`config.mk`:
```
export PLATFORM = sky130hd
export DESIGN_NAME = cdb_reservation_station_flat
export DESIGN_NICKNAME = d
export VERILOG_FILES = /design/src/rtl/cdb_reservation_station_if.sv /design/src/rtl/cdb_reservation_station.sv /design/src/flat_wrapper.sv
export SDC_FILE = /design/constraint.sdc
export NUM_CORES = 1
export LEC_CHECK = 0
export CORE_UTILIZATION = 35
export CTS_BUF_LIST = sky130_fd_sc_hd__clkbuf_4 sky130_fd_sc_hd__clkbuf_8 sky130_fd_sc_hd__clkbuf_16
export DETAILED_ROUTE_END_ITERATION = 8
export MAX_ROUTING_LAYER = met4
export PLACE_DENSITY = 0.54
export SYNTH_ARGS = -nofsm -noshare
export SYNTH_HDL_FRONTEND = slang
export SYNTH_SLANG_ARGS = --single-unit
```
`constraint.sdc`:
```
create_clock -name clk -period 17.05 [get_ports clk]
set_clock_uncertainty 0.1 [all_clocks]
set_input_delay 1.705 -clock clk [delete_from_list [all_inputs] [get_ports clk]]
set_output_delay 1.705 -clock clk [all_outputs]
set_load 0.005 [all_outputs]
```
`src/rtl/cdb_reservation_station_if.sv`:
```
// Common data bus as seen by its producers (arbiter side) and consumers.
// The reservation station only snoops: result, robEntry and validBroadcast are inputs to it.
interface commonDataBus #(
    parameter int WIDTH = 31,
    parameter int ROB   = 2
);
    logic [WIDTH:0] result;
    logic [ROB:0]   robEntry;
    logic           validBroadcast;

    modport reservation_station (input result, robEntry, validBroadcast);
    modport arbiter (output result, robEntry, validBroadcast);
endinterface

```
`src/rtl/cdb_reservation_station.sv`:
```
// Reservation station: buffers dispatched ops, wakes operands from CDB broadcasts, issues to one FU.
// Optional macro RS_AGE_ORDER_EN selects oldest-first issue; otherwise lowest-index-first.
module cdb_reservation_station #(
    parameter int WIDTH   = 31,
    parameter int ROB     = 2,
    parameter int CONTROL = 6,
    parameter int ENTRIES = 4
) (
    input  logic                 clk,
    input  logic                 reset,
    input  logic                 flush,
    input  logic                 dispatchValid,
    input  logic [CONTROL:0]     dispatchOp,
    input  logic [ROB:0]         dispatchRob,
    input  logic [WIDTH:0]       src1Value,
    input  logic [WIDTH:0]       src2Value,
    input  logic [ROB:0]         src1Tag,
    input  logic [ROB:0]         src2Tag,
    input  logic                 src1Ready,
    input  logic                 src2Ready,
    output logic                 full,
    commonDataBus.reservation_station dataBus,
    input  logic                 issueReady,
    output logic                 issueValid,
    output logic [CONTROL:0]     issueOp,
    output logic [ROB:0]         issueRob,
    output logic [WIDTH:0]       issueOperand1,
    output logic [WIDTH:0]       issueOperand2
);
    localparam int IDX_W = $clog2(ENTRIES);

    typedef struct packed {
        logic             valid;
        logic [CONTROL:0] op;
        logic [ROB:0]     rob;
        logic [WIDTH:0]   val1;
        logic [ROB:0]     tag1;
        logic             rdy1;
        logic [WIDTH:0]   val2;
        logic [ROB:0]     tag2;
        logic             rdy2;
`ifdef RS_AGE_ORDER_EN
        logic [IDX_W-1:0] age;
`endif
    } entry_t;

    entry_t           ent_q [ENTRIES];
    entry_t           ent_d [ENTRIES];
    entry_t           new_ent;
    logic             issue_valid_q, issue_valid_d;
    logic [CONTROL:0] issue_op_q, issue_op_d;
    logic [ROB:0]     issue_rob_q, issue_rob_d;
    logic [WIDTH:0]   issue_opnd1_q, issue_opnd1_d;
    logic [WIDTH:0]   issue_opnd2_q, issue_opnd2_d;
    logic             sel_found;
    logic [IDX_W-1:0] sel_idx, free_idx;
    logic             do_dispatch, issue_load;

    always_comb begin
        full = 1'b1;
        for (int i = 0; i < ENTRIES; i++)
            if (!ent_q[i].valid) full = 1'b0;
    end

    // Select and free-slot search both work on the registered state only.
    always_comb begin
        sel_found = 1'b0;
        sel_idx   = '0;
        free_idx  = '0;
        for (int i = 0; i < ENTRIES; i++) begin
            if (ent_q[i].valid && ent_q[i].rdy1 && ent_q[i].rdy2) begin
`ifdef RS_AGE_ORDER_EN
                if (!sel_found || ent_q[i].age > ent_q[sel_idx].age) begin
`else
                if (!sel_found) begin
`endif
                    sel_found = 1'b1;
                    sel_idx   = IDX_W'(i);
                end
            end
        end
        for (int i = ENTRIES - 1; i >= 0; i--)
            if (!ent_q[i].valid) free_idx = IDX_W'(i);
    end

    // Incoming entry, with same-cycle broadcast bypass on each operand.
    always_comb begin
        new_ent       = '0;
        new_ent.valid = 1'b1;
        new_ent.op    = dispatchOp;
        new_ent.rob   = dispatchRob;
        new_ent.val1  = src1Value;
        new_ent.tag1  = src1Tag;
        new_ent.rdy1  = src1Ready;
        new_ent.val2  = src2Value;
        new_ent.tag2  = src2Tag;
        new_ent.rdy2  = src2Ready;
        if (!src1Ready && dataBus.validBroadcast && src1Tag == dataBus.robEntry) begin
            new_ent.val1 = dataBus.result;
            new_ent.rdy1 = 1'b1;
        end
        if (!src2Ready && dataBus.validBroadcast && src2Tag == dataBus.robEntry) begin
            new_ent.val2 = dataBus.result;
            new_ent.rdy2 = 1'b1;
        end
    end

    always_comb begin
        ent_d         = ent_q;
        issue_valid_d = issue_valid_q;
        issue_op_d    = issue_op_q;
        issue_rob_d   = issue_rob_q;
        issue_opnd1_d = issue_opnd1_q;
        issue_opnd2_d = issue_opnd2_q;
        do_dispatch   = dispatchValid && !full;
        issue_load    = !issue_valid_q || issueReady;

        for (int i = 0; i < ENTRIES; i++) begin
            if (ent_q[i].valid && dataBus.validBroadcast) begin
                if (!ent_q[i].rdy1 && ent_q[i].tag1 == dataBus.robEntry) begin
                    ent_d[i].val1 = dataBus.result;
                    ent_d[i].rdy1 = 1'b1;
                end
                if (!ent_q[i].rdy2 && ent_q[i].tag2 == dataBus.robEntry) begin
                    ent_d[i].val2 = dataBus.result;
                    ent_d[i].rdy2 = 1'b1;
                end
            end
`ifdef RS_AGE_ORDER_EN
            if (do_dispatch && ent_q[i].valid && ent_q[i].age != '1)
                ent_d[i].age = ent_q[i].age + 1'b1;
`endif
        end

        if (issue_load) begin
            issue_valid_d = sel_found;
            if (sel_found) begin
                issue_op_d           = ent_q[sel_idx].op;
                issue_rob_d          = ent_q[sel_idx].rob;
                issue_opnd1_d        = ent_q[sel_idx].val1;
                issue_opnd2_d        = ent_q[sel_idx].val2;
                ent_d[sel_idx].valid = 1'b0;
            end
        end

        // The free slot was found among currently invalid entries, so it never aliases sel_idx.
        if (do_dispatch) ent_d[free_idx] = new_ent;

        if (flush) begin
            for (int i = 0; i < ENTRIES; i++) ent_d[i].valid = 1'b0;
            issue_valid_d = 1'b0;
        end
    end

    always_ff @(posedge clk or posedge reset) begin
        if (reset) begin
            for (int i = 0; i < ENTRIES; i++) ent_q[i] <= '0;
            issue_valid_q <= 1'b0;
            issue_op_q    <= '0;
            issue_rob_q   <= '0;
            issue_opnd1_q <= '0;
            issue_opnd2_q <= '0;
        end else begin
            for (int i = 0; i < ENTRIES; i++) ent_q[i] <= ent_d[i];
            issue_valid_q <= issue_valid_d;
            issue_op_q    <= issue_op_d;
            issue_rob_q   <= issue_rob_d;
            issue_opnd1_q <= issue_opnd1_d;
            issue_opnd2_q <= issue_opnd2_d;
        end
    end

    assign issueValid    = issue_valid_q;
    assign issueOp       = issue_op_q;
    assign issueRob      = issue_rob_q;
    assign issueOperand1 = issue_opnd1_q;
    assign issueOperand2 = issue_opnd2_q;
endmodule

```
`src/flat_wrapper.sv`:
```
// flat-port wrapper written by rule: the top's interface ports become plain ports
module cdb_reservation_station_flat 
#(
    parameter int WIDTH   = 31,
    parameter int ROB     = 2,
    parameter int CONTROL = 6,
    parameter int ENTRIES = 4
)
  (clk, reset, flush, dispatchValid, dispatchOp, dispatchRob, src1Value, src2Value, src1Tag, src2Tag, src1Ready, src2Ready, full, issueReady, issueValid, issueOp, issueRob, issueOperand1, issueOperand2, dataBus_result, dataBus_robEntry, dataBus_validBroadcast);
  commonDataBus #(.WIDTH(WIDTH), .ROB(ROB)) dataBus_i ();
  input  logic clk;
  input  logic reset;
  input  logic flush;
  input  logic dispatchValid;
  input  logic [CONTROL:0] dispatchOp;
  input  logic [ROB:0] dispatchRob;
  input  logic [WIDTH:0] src1Value;
  input  logic [WIDTH:0] src2Value;
  input  logic [ROB:0] src1Tag;
  input  logic [ROB:0] src2Tag;
  input  logic src1Ready;
  input  logic src2Ready;
  output logic full;
  input  logic issueReady;
  output logic issueValid;
  output logic [CONTROL:0] issueOp;
  output logic [ROB:0] issueRob;
  output logic [WIDTH:0] issueOperand1;
  output logic [WIDTH:0] issueOperand2;
  input wire logic [$bits(dataBus_i.result)-1:0] dataBus_result;
  input wire logic [$bits(dataBus_i.robEntry)-1:0] dataBus_robEntry;
  input wire logic [$bits(dataBus_i.validBroadcast)-1:0] dataBus_validBroadcast;
  assign dataBus_i.result = dataBus_result;
  assign dataBus_i.robEntry = dataBus_robEntry;
  assign dataBus_i.validBroadcast = dataBus_validBroadcast;
  cdb_reservation_station #(.WIDTH(WIDTH), .ROB(ROB), .CONTROL(CONTROL), .ENTRIES(ENTRIES)) u_core (.clk(clk), .reset(reset), .flush(flush), .dispatchValid(dispatchValid), .dispatchOp(dispatchOp), .dispatchRob(dispatchRob), .src1Value(src1Value), .src2Value(src2Value), .src1Tag(src1Tag), .src2Tag(src2Tag), .src1Ready(src1Ready), .src2Ready(src2Ready), .full(full), .dataBus(dataBus_i), .issueReady(issueReady), .issueValid(issueValid), .issueOp(issueOp), .issueRob(issueRob), .issueOperand1(issueOperand1), .issueOperand2(issueOperand2));
endmodule
```
Yosys cells after proc, flatten, opt, wreduce, memory -nomap -nowiden. Cells that the tools add are included. Widths: inputs -> output; s select.

Memory bits (read-only): 0. Memories: 0. Bits in latches: 0. Input bits: 123. Register bits: 407. RAM bits: 0.

Multiplexer cells: 68. $lt $le $gt $ge: 4. Add/subtract/negate cells: 0. Bitwise operators: 2. Shift-type cells: 0. Equality and inequality tests: 10. Div/mod/pow operators: 0. Reduce and logical (&&, ||, !) cells: 42. Multipliers: 0.

Operators by type and width (number): $mux 332 (3); $bwmux 332 (2); $mux 32 (14); $demux 83 s2 (2); $bmux 83 s2 (1); $mux 83 (2); $mux 82 (2); $mux 33 (4); $eq 3x3->1 (10); $mux 1 (29); $logic_and 1x1->1 (27); $mux 2 (9); $logic_not 1->1 (12); $ge 3x3->1 const B (2); $lt 3x1->1 const B (2); $not 2->3 (2); $reduce_and 2->1 (1); $reduce_bool 2->1 (1); $logic_or 1x1->1 (1).

Logic depth before layout (Yosys ltp).
Word-level depth: 20. Gate-level depth with buffers: 8. Depth with buffers taken out: 4.

Least setup slack after synthesis. OpenSTA, ideal clock, no wires.

Path type: input-to-reg. From: input port dataBus_robEntry[2]. To: register, netlist name u_core.ent_q[10]. Arrival: 3055 ps. Library setup time: 123 ps. Data required time: 16827 ps. Cell stages on the path: 7. Slack: 13772 ps. Cell sequence: buf_4 > xor2_2 > nor4_4 > buf_6 > a22oi_2 > buf_2 > o221a_1.

RTL lines: start, declared (RTL line flat_wrapper.sv:31) `input wire logic [$bits(dataBus_i.robEntry)-1:0] dataBus_robEntry;`.

==> results by group <==
Pwr
  – Power Total: about 3 mW
  – Max IR drop VDD: about 0.071 mV
  – Leak: 9.642 nW
  – PwrDens: 125.9 mW/mm^2

STA
  – WHS: 0.3669 ns
  – Fin. Hold Viols: 0
  – Slew HR: 0.1679
  – Least-Margin Pin Slew: 1.248 ns
  – Post-layout worst setup margin: between 10 and 15 ns
  – RSZ-0062 raised after global routing: no
  – Final min period: 4.920 ns
  – Setup TNS: 0 ns
  – Final setup fails: 0
  – Max Freq: 203.3 MHz
  – Slew Viols, Final: 0
  – Final Cycle Share: 0.2886

Clocking
  – Clk buf depth: 3
  – Reg clk slew, reported paths: about 0.060 ns
  – CTS tree: yes
  – Num CTS Buffers: 47
  – Post-CTS resize count: 0
  – Clk Latency, worst-skew pair: 0.58 ns
  – Post-CTS Setup Bufs: 0
  – CTS Hold Bufs: 0
  – # H-tree levels: 2
  – Clk Tree Root Cell: clkbuf_16
  – Sink Count: 407

Yosys
  – Post-synthesis sequential area ratio: 0.4966
  – Main synth FF type: dfrtp_1
  – Syn Std Cell Area: 0.02051 mm^2
  – Mean Syn Cell Area: 9.985 um^2
  – Yosys reg bits: 407
  – Syn_nets: 2177
  – Yosys warns: 0
  – Synth cell types: 37
  – Number of flops mapped to enable cells by yosys: 0
  – Mapped Cells: 2054
  – Asr flop ratio synth: 1.000

Outcome
  – Status: finished, final reports clean

Die
  – Starting Density: 0.3548
  – Die width: roughly 240 um
  – Core area: 0.05781 mm^2
  – Die ar.: 0.05957 mm^2
  – Die Y: 244.1 um
  – Row Count: 88
  – Top-level I/O count: 199

Worst hold path
  – Hold Path Origin: u_core.ent_q[238]$_DFFE_PP0P_
  – Worst Hold Class: reg2reg

Critical path
  – Crit path launch type: input pin
  – Max Fanout on Critical Path: just over 100
  – Launch point of the worst path: dataBus_robEntry[2]
  – Worst Path Required: 17.36 ns
  – Crit Path Class: in2reg
  – Reg-to-Reg Start: u_core.ent_q[331]$_DFF_PP0_
  – Worst EP arrival: 5.23 ns
  – Crit end category: flop

Drt
  – Via/cell ratio: 6.052
  – DRT antenna net count: 0
  – Vias: around 18k
  – Drt drc: 0
  – DR WL/cell: 25.83 um
  – Pre-antenna DRT Iters: 6
  – 1st-iter DRT viols: 1541
  – Total Wirelength: 75.80 mm

Layout
  – Area grow syn2layout: 19.04%
  – Share of cells above drive strength 1: 0.1087
  – Most frequent cells in the layout: dfrtp_1 (407), nand2_1 (271), clkdlybuf4s50_1 (198), or3_1 (192), o221a_1 (180)
  – Most common cell after layout, fill and taps aside: dfrtp_1
  – Fin util: 0.4223
  – Fill cells: 5540
  – Layout Cells excl Fill: 2934
  – Final nets: 2251
  – Fin area: 0.02441 mm^2

Global routing
  – Vias in the first global route: 18.14k
  – First-pass GRT wire length: roughly 120 mm
  – GR met2 Demand/Resource: 0.3951
  – Busiest grt layer: met2
  – Largest net degree at the start of global routing: between 100 and 150
  – Initial antenna violation count: 7
  – GRT met3 Usage: 0.04719
  – GR met1 Demand/Resource: 0.3536
  – GRT overflow: 0
  – Tot GR Track Use: 0.2600

Place
  – Port bufs: ~200
  – Placer Congestion: 0.8391
  – Pre-CTS setup slack: 11.61 ns
  – HPWL after DPL: 41.80 mm
  – Placed instance area: 0.02289 mm^2
  – Placed Instances: 2844

Flow run
  – Max-cap viol count: 0
[cell families (layout without fill, tap and decap cells)]
| group | after synthesis | in the layout | share of synthesized area |
|---|---|---|---|
| flip-flops | 407 | 407 | 0.4966 |
| AO/OA/AOI/OAI | 657 | 657 | 0.2676 |
| XOR/XNOR | 30 | 30 | 0.01501 |
| AND/OR/NAND/NOR | 713 | 713 | 0.1670 |
| other | 0 | 7 | 0 |
| buffers and inverters | 247 | 355 | 0.05375 |
[sequential cells by signal (all words and copies together), names as in the netlist]
register,flops
u_core.issueOperand1,32
u_core.issueRob,3
u_core.issueValid,1
u_core.issueOp,7
u_core.issueOperand2,32
u_core.ent_q,332
[report_power, final]
group	switching (mW)	leakage, nW	internal, mW
clock	0.417	0.771	0.583
sequential	0.175	4.85	1.22
combinational	0.305	4.02	0.371
total	0.898	9.64	2.18
[cell type report]
cell class              instances  area, um^2  share of cell area
flip-flops and latches        407       10180              0.4172
multi-input cells            1400        9356              0.3833
repair buffers                231        2230             0.09133
clock buffers                  74        1454             0.05955
well taps                     765       957.2             0.03921
inverters                      41       161.4            0.006611
clock inverters                 9       52.55            0.002153
diodes                          7       17.52           0.0007175
[Yosys cell counts (8+ instances only)]
cell | n | share of area
a211oi_2 | 60 | 0.037
inv_1 | 41 | 0.0075
o221a_1 | 180 | 0.099
nand2_1 | 271 | 0.050
buf_1 | 10 | 0.0018
nand3_1 | 80 | 0.020
or3_1 | 192 | 0.059
clkbuf_1 | 102 | 0.019
o21ai_0 | 91 | 0.022
o221a_2 | 12 | 0.0066
a31oi_1 | 74 | 0.023
buf_2 | 83 | 0.020
nor2_1 | 144 | 0.026
dfrtp_1 | 407 | 0.50
a21oi_1 | 78 | 0.019
a21o_1 | 80 | 0.029
buf_6 | 8 | 0.0044
xor2_1 | 24 | 0.010
a211oi_1 | 68 | 0.025
[worst paths after layout]
| kind | end | slack [ns] | cells after the start |
|---|---|---|---|
| min reg2reg | u_core.ent_q[238]$_DFFE_PP0P_ | 0.37 | 2 |
| min | u_core.ent_q[238]$_DFFE_PP0P_ | 0.37 | 2 |
| min in group asynchronous | u_core.ent_q[60]$_DFF_PP0_ | 1.56 | 2 |
| max reg2reg | u_core.ent_q[254]$_DFF_PP0_ | 13.85 | 5 |
| max | u_core.ent_q[254]$_DFF_PP0_ | 12.13 | 6 |
| max in group asynchronous | u_core.ent_q[187]$_DFF_PP0_ | 12.76 | 4 |
[routing by layer]
metal,vias up,part of all wire
met2,797,0.45
li1,7745,-
met5,-,0
met1,9076,0.44
met3,138,0.074
met4,0,0.027
[critical path, cell delays in order]
cell and delay (ns):
clkdlybuf4s50_1 0.88, xor2_2 0.24, nor4_4 0.30, buf_4 0.73
a22o_2 1.10, a211oi_1 0.20
Power figures use the tool's default switching activity.
